## src/rtl/fpga_serial_adder_pkg.sv

```systemverilog
// rtl/fpga_serial_adder_pkg.sv - shared state encoding and default width for the serial adder
package fpga_serial_adder_pkg;

    localparam int DEFAULT_WIDTH = 8;

    typedef enum logic [1:0] {
        ST_IDLE = 2'd0,
        ST_RUN  = 2'd1,
        ST_DONE = 2'd2
    } state_e;

endpackage

```

## src/rtl/fpga_carry_logic.sv

```systemverilog
// rtl/fpga_carry_logic.sv - single-bit full-adder carry cell (majority of a, b, carry in)
module fpga_carry_logic (
    input  logic a_i,
    input  logic b_i,
    input  logic carry_in_i,
    output logic carry_out_o
);

    assign carry_out_o = (a_i & b_i) | (a_i & carry_in_i) | (b_i & carry_in_i);

endmodule

```

## src/rtl/fpga_serial_adder.sv

```systemverilog
// rtl/fpga_serial_adder.sv - bit-serial LSB-first adder; FPGA_SERIAL_ADDER_SUB_EN adds sub_i for A-B
module fpga_serial_adder
    import fpga_serial_adder_pkg::*;
#(
    parameter int WIDTH = DEFAULT_WIDTH
) (
    input  logic             clk_i,
    input  logic             rst_i,
    input  logic             start_i,
    input  logic [WIDTH-1:0] a_i,
    input  logic [WIDTH-1:0] b_i,
`ifdef FPGA_SERIAL_ADDER_SUB_EN
    input  logic             sub_i,
`endif
    output logic             busy_o,
    output logic             done_o,
    output logic [WIDTH-1:0] sum_o,
    output logic             carry_o
);

    localparam int CW = $clog2(WIDTH + 1);
    localparam logic [CW-1:0] LAST_CNT = CW'(WIDTH - 1);

    state_e           state_q, state_d;
    logic [WIDTH-1:0] a_q, a_d, b_q, b_d, res_q, res_d, sum_q, sum_d;
    logic             carry_q, carry_d, cout_q, cout_d, sub_q, sub_d;
    logic [CW-1:0]    cnt_q, cnt_d;
    logic             sub_req, b_bit, sum_bit, cell_cout;

`ifdef FPGA_SERIAL_ADDER_SUB_EN
    assign sub_req = sub_i;
`else
    assign sub_req = 1'b0;
`endif

    // Subtraction is A + ~B + 1: B inverted at the cell input, carry seeded with 1.
    assign b_bit   = b_q[0] ^ sub_q;
    assign sum_bit = a_q[0] ^ b_bit ^ carry_q;

    fpga_carry_logic u_carry (
        .a_i         (a_q[0]),
        .b_i         (b_bit),
        .carry_in_i  (carry_q),
        .carry_out_o (cell_cout)
    );

    always_comb begin
        state_d = state_q;
        a_d     = a_q;
        b_d     = b_q;
        res_d   = res_q;
        sum_d   = sum_q;
        carry_d = carry_q;
        cout_d  = cout_q;
        sub_d   = sub_q;
        cnt_d   = cnt_q;
        case (state_q)
            ST_IDLE: begin
                if (start_i) begin
                    a_d     = a_i;
                    b_d     = b_i;
                    sub_d   = sub_req;
                    carry_d = sub_req;
                    cnt_d   = '0;
                    res_d   = '0;
                    state_d = ST_RUN;
                end
            end
            ST_RUN: begin
                a_d     = a_q >> 1;
                b_d     = b_q >> 1;
                res_d   = (res_q >> 1) | (WIDTH'(sum_bit) << (WIDTH - 1));
                carry_d = cell_cout;
                cnt_d   = cnt_q + 1'b1;
                // Outputs load on the edge into DONE so they are valid alongside done_o.
                if (cnt_q == LAST_CNT) begin
                    sum_d   = res_d;
                    cout_d  = cell_cout;
                    state_d = ST_DONE;
                end
            end
            ST_DONE: state_d = ST_IDLE;
            default: state_d = ST_IDLE;
        endcase
    end

    always_ff @(posedge clk_i) begin
        if (rst_i) begin
            state_q <= ST_IDLE;
            a_q     <= '0;
            b_q     <= '0;
            res_q   <= '0;
            sum_q   <= '0;
            carry_q <= 1'b0;
            cout_q  <= 1'b0;
            sub_q   <= 1'b0;
            cnt_q   <= '0;
        end else begin
            state_q <= state_d;
            a_q     <= a_d;
            b_q     <= b_d;
            res_q   <= res_d;
            sum_q   <= sum_d;
            carry_q <= carry_d;
            cout_q  <= cout_d;
            sub_q   <= sub_d;
            cnt_q   <= cnt_d;
        end
    end

    assign busy_o  = (state_q != ST_IDLE);
    assign done_o  = (state_q == ST_DONE);
    assign sum_o   = sum_q;
    assign carry_o = cout_q;

endmodule

```

## config.mk

```make
export PLATFORM = sky130hd
export DESIGN_NAME = fpga_serial_adder
export DESIGN_NICKNAME = d
export VERILOG_FILES = /design/src/rtl/fpga_serial_adder_pkg.sv /design/src/rtl/fpga_carry_logic.sv /design/src/rtl/fpga_serial_adder.sv
export SDC_FILE = /design/constraint.sdc
export NUM_CORES = 1
export LEC_CHECK = 0
export ABC_CLOCK_PERIOD_IN_PS = 1700
export CAP_MARGIN = 10
export CORE_UTILIZATION = 35
export CTS_CLUSTER_DIAMETER = 150
export DETAILED_ROUTE_END_ITERATION = 8
export GPL_TIMING_DRIVEN = 0
export SLEW_MARGIN = 20
export SYNTH_ARGS = -nofsm -noshare
export SYNTH_HDL_FRONTEND = slang
export SYNTH_HIERARCHICAL = 1
export SYNTH_SLANG_ARGS = --single-unit
export TNS_END_PERCENT = 5
```

## constraint.sdc

```tcl
create_clock -name clk_i -period 1.7 [get_ports clk_i]
set_input_delay 0.34 -clock clk_i [delete_from_list [all_inputs] [get_ports clk_i]]
set_output_delay 0.34 -clock clk_i [all_outputs]
set_load 0.1 [all_outputs]
```

==> flow_metrics.py <==
metrics = {
    "timing": {
        "timing.clock.skew_ns": 0.00566,
        "max_freq_mhz": 562,
        "measured_slew_at_the_worst_slew_check_pin_ns": 0.553,
        "period_share": 1.05,
        "final-max-slew-violation-count": 0,
        "final-setup-viol-count": 1,
        "rsz0062_at_grt": "yes",
        "fin_ws_ns": -0.0782,
        "holdWs_ns": 0.472,
        "timing.final.hold_violations": 0,
        "max_slew_margin": 0.633,
        "finalCriticalPeriod_ns": 1.78,
    },
    "finish": {
        "antenna_cells_inserted": 0,
        "drive_above_1_share": 0.203,
        "num-nets-final": 265,
        "instances_no_fill": 313,
        "synthToLayoutAreaGrowth_pct": 29.3,
        "layout.cells.most_common_list": "39 x dfxtp_1, 37 x a21oi_1, 27 x nor2_1",
        "final_core_util": 0.482,
        "layout.cells.most_common": "dfxtp_1",
    },
    "critical_path": {
        "start_kind": "flop",
        "critical-path-max-stage-delay_ns": 0.31,
        "reg2reg_slack_ns": 0.30,
        "worstSetupPathType": "flop to primary output",
        "max_fanout_on_critical_path": 10,
        "worst-endpoint-required_ns": 1.36,
        "critPathTopFamily": "buffers and inverters",
        "worst_ep_arrival_time_ns": 1.44,
        "cp_slowest_cell": "or2_2",
        "crit_path_cells": "buf_2 > clkbuf_8 > or2_2 > buf_6",
        "end_kind": "primary output",
        "critical_path.n_buffers_inverters": 3,
    },
    "placement": {
        "dp_hpwl_mm": 2.97,
        "gpl.final_weighted_congestion": 0.757,
        "place_worst_setup_slack_ns": -0.867,
        "placed_cells": 307,
        "io_buffer_count": 29,
    },
    "synth": {
        "ys_seq_area_frac": 0.432,
        "synthesized_area_fraction_occupied_by_adder_cells": 0.0132,
        "synthDistinctLibCells": 31,
        "synth-seq-cells": 39,
        "synth_xor_area_frac": 0.0132,
        "synth-compound-area-share": 0.291,
        "syn-num-nets": 231,
        "async_reset_ff_frac": 0,
        "biggest_area_contributors_in_the_synthesized_netlist": "dfxtp_1 43%, a21oi_1 10%, o221a_2 6.9%",
        "synth_mux_area_frac": 0.0118,
        "yosys.area.top_type": "dfxtp_1",
        "syn-mean-instance-area_um2": 8.56,
        "synth.cell_area_um2": 1810,
        "synth_simple_gate_area_frac": 0.155,
        "main_combinational_cell_family_by_area_after_synthesis": "compound AO/OA/AOI/OAI gates",
        "synth.yosys.warnings": 6,
        "synth_top_flop_cell": "dfxtp_1",
        "synth_largest_type_area_fraction": 0.432,
        "synth_cells": 211,
        "synth_enable_flop_cells": 0,
    },
    "route": {
        "dr.first_iter.drc_count": 110,
        "drt_pass1_iterations": 4,
        "final_antenna_net_count": 0,
        "wl_per_cell_um": 13.7,
        "vias_per_cell": 5.07,
        "detail_route.wirelength_mm": 4.29,
        "route.detailed.drc": 0,
        "route.vias.total": 1586,
    },
    "die": {
        "initial_core_util": 0.373,
        "die_h_um": 73.8,
        "floorplan.core_area_um2": 4850,
        "io-pin-count": 30,
        "die-area_um2": 5450,
        "fp-row-count": 25,
        "die_w_um": 73.8,
    },
    "global_routing": {
        "grt_max_degree": 28,
        "first_pass_grt_wire_length_mm": 6.91,
        "first_global_vias": 1442,
        "track_usage": 0.172,
        "grt_remaining_overflow": 0,
        "number_of_antenna_violations_at_the_first_check_in_global_routing": 0,
    },
    "power": {
        "power_mw": 2.16,
        "leakage_nw": 0.917,
        "power.density_cell_area_nw_per_um2": 925,
        "max-vdd-ir-drop_v": 0.000491,
    },
    "clocking": {
        "clockBufferDepth": 2,
        "cts_buffers": 5,
        "tritoncts": "built",
        "worst_setup_hold_path_clk_slew_ns": 0.08,
        "cts_max_level": 2,
        "clock-root-buffer": "clkbuf_8",
        "hold_buffers": 0,
        "clk_latency_ns": 0.29,
        "sinks_on_the_clock_net": 39,
    },
    "flow_run": {
        "drv_cap": 0,
    },
    "run_status": {
        "failed_checks": "setup timing",
        "outcome": "finished, violations left",
    },
    "min_path": {
        "holdCritPathClass": "flop to flop",
    },
}
[routing by layer]
metal  track usage  up-vias  wire length (um)
met1         0.231      740              2080
met5             0        -                 0
li1              -      813                 -
met4        0.0705        0                40
met3        0.0466        2               181
met2         0.259       31              1990
[worst min-delay path, cell delays in order (launching register included)]
cell	delay [ns]
dfxtp_1	0.32
nand3_1	0.06
a21oi_1	0.05
[layout make-up]
| type | instances | area, um2 |
|---|---|---|
| multi-input combinational | 141 | 882 |
| sequential | 39 | 781 |
| clock buffer | 6 | 72.6 |
| clock inverter | 2 | 60.1 |
| tap | 67 | 83.8 |
| timing repair buffer | 29 | 302 |
| fill | 477 | 2510 |
| inverter | 13 | 48.8 |
| buffer | 16 | 106 |
[worst paths after layout]
kind                                              start               endpoint  depth (start not counted)
worst min register to register    res_q[1]$_SDFFE_PP0P_  sum_o[0]$_SDFFE_PP0P_                          2
worst max register to register  state_q[1]$_SDFFE_PP0P_  sum_o[5]$_SDFFE_PP0P_                          5
worst max-delay path            state_q[0]$_SDFFE_PP0P_                 busy_o                          4
worst min-delay path              res_q[1]$_SDFFE_PP0P_  sum_o[0]$_SDFFE_PP0P_                          2
[synth_stat cells (all sizes together) (2+ instances only)]
cell and number:
nand3 10, a21o 2, o21ai 13, nor2b 3, o221a 12, dfxtp 39, nand2b 3, buf 14
inv 13, clkbuf 4, nor2 28, nand2 7, a22o 11, nand3b 3, a21oi 37
[cells by family (layout without fill, tap and decap cells)]
group,after synthesis,count (layout)
flops,39,39
simple gates,59,59
buf+inv,31,66
mux,2,2
xor+xnor,1,1
fa+ha+maj,2,2
compound gates,77,77
[flip-flops by register name, summed over array words and instances, names as in the netlist]
signal and cells:
carry_q 1, res_q 7, sum_o 8, carry_o 1, a_q 8, cnt_q 4
state_q 2, b_q 8
[what timing repair did]
item	4_1_cts	5_1_grt
pin swaps	0	0
setup endpoints to repair	11	3
gates resized for setup	45	2
buffers inserted	0	0
[stage by stage]
stage / TNS [ns] / cell area (um2)
3_3_place_gp: -3.42 / 2190
2_1_floorplan: 0 / 1810
6_report: -0.0782 / 2340
5_1_grt: -0.114 / 2340
4_1_cts: -0.178 / 2340
3_5_place_dp: -3.67 / 2190
[power breakdown]
part	switching (mW)	internal (mW)	leakage, nW
registers	0.0306	0.951	0.319
clock network	0.329	0.587	0.0654
logic	0.131	0.132	0.533
total	0.491	1.67	0.917
No activity file was read; power rests on OpenSTA's default activity.
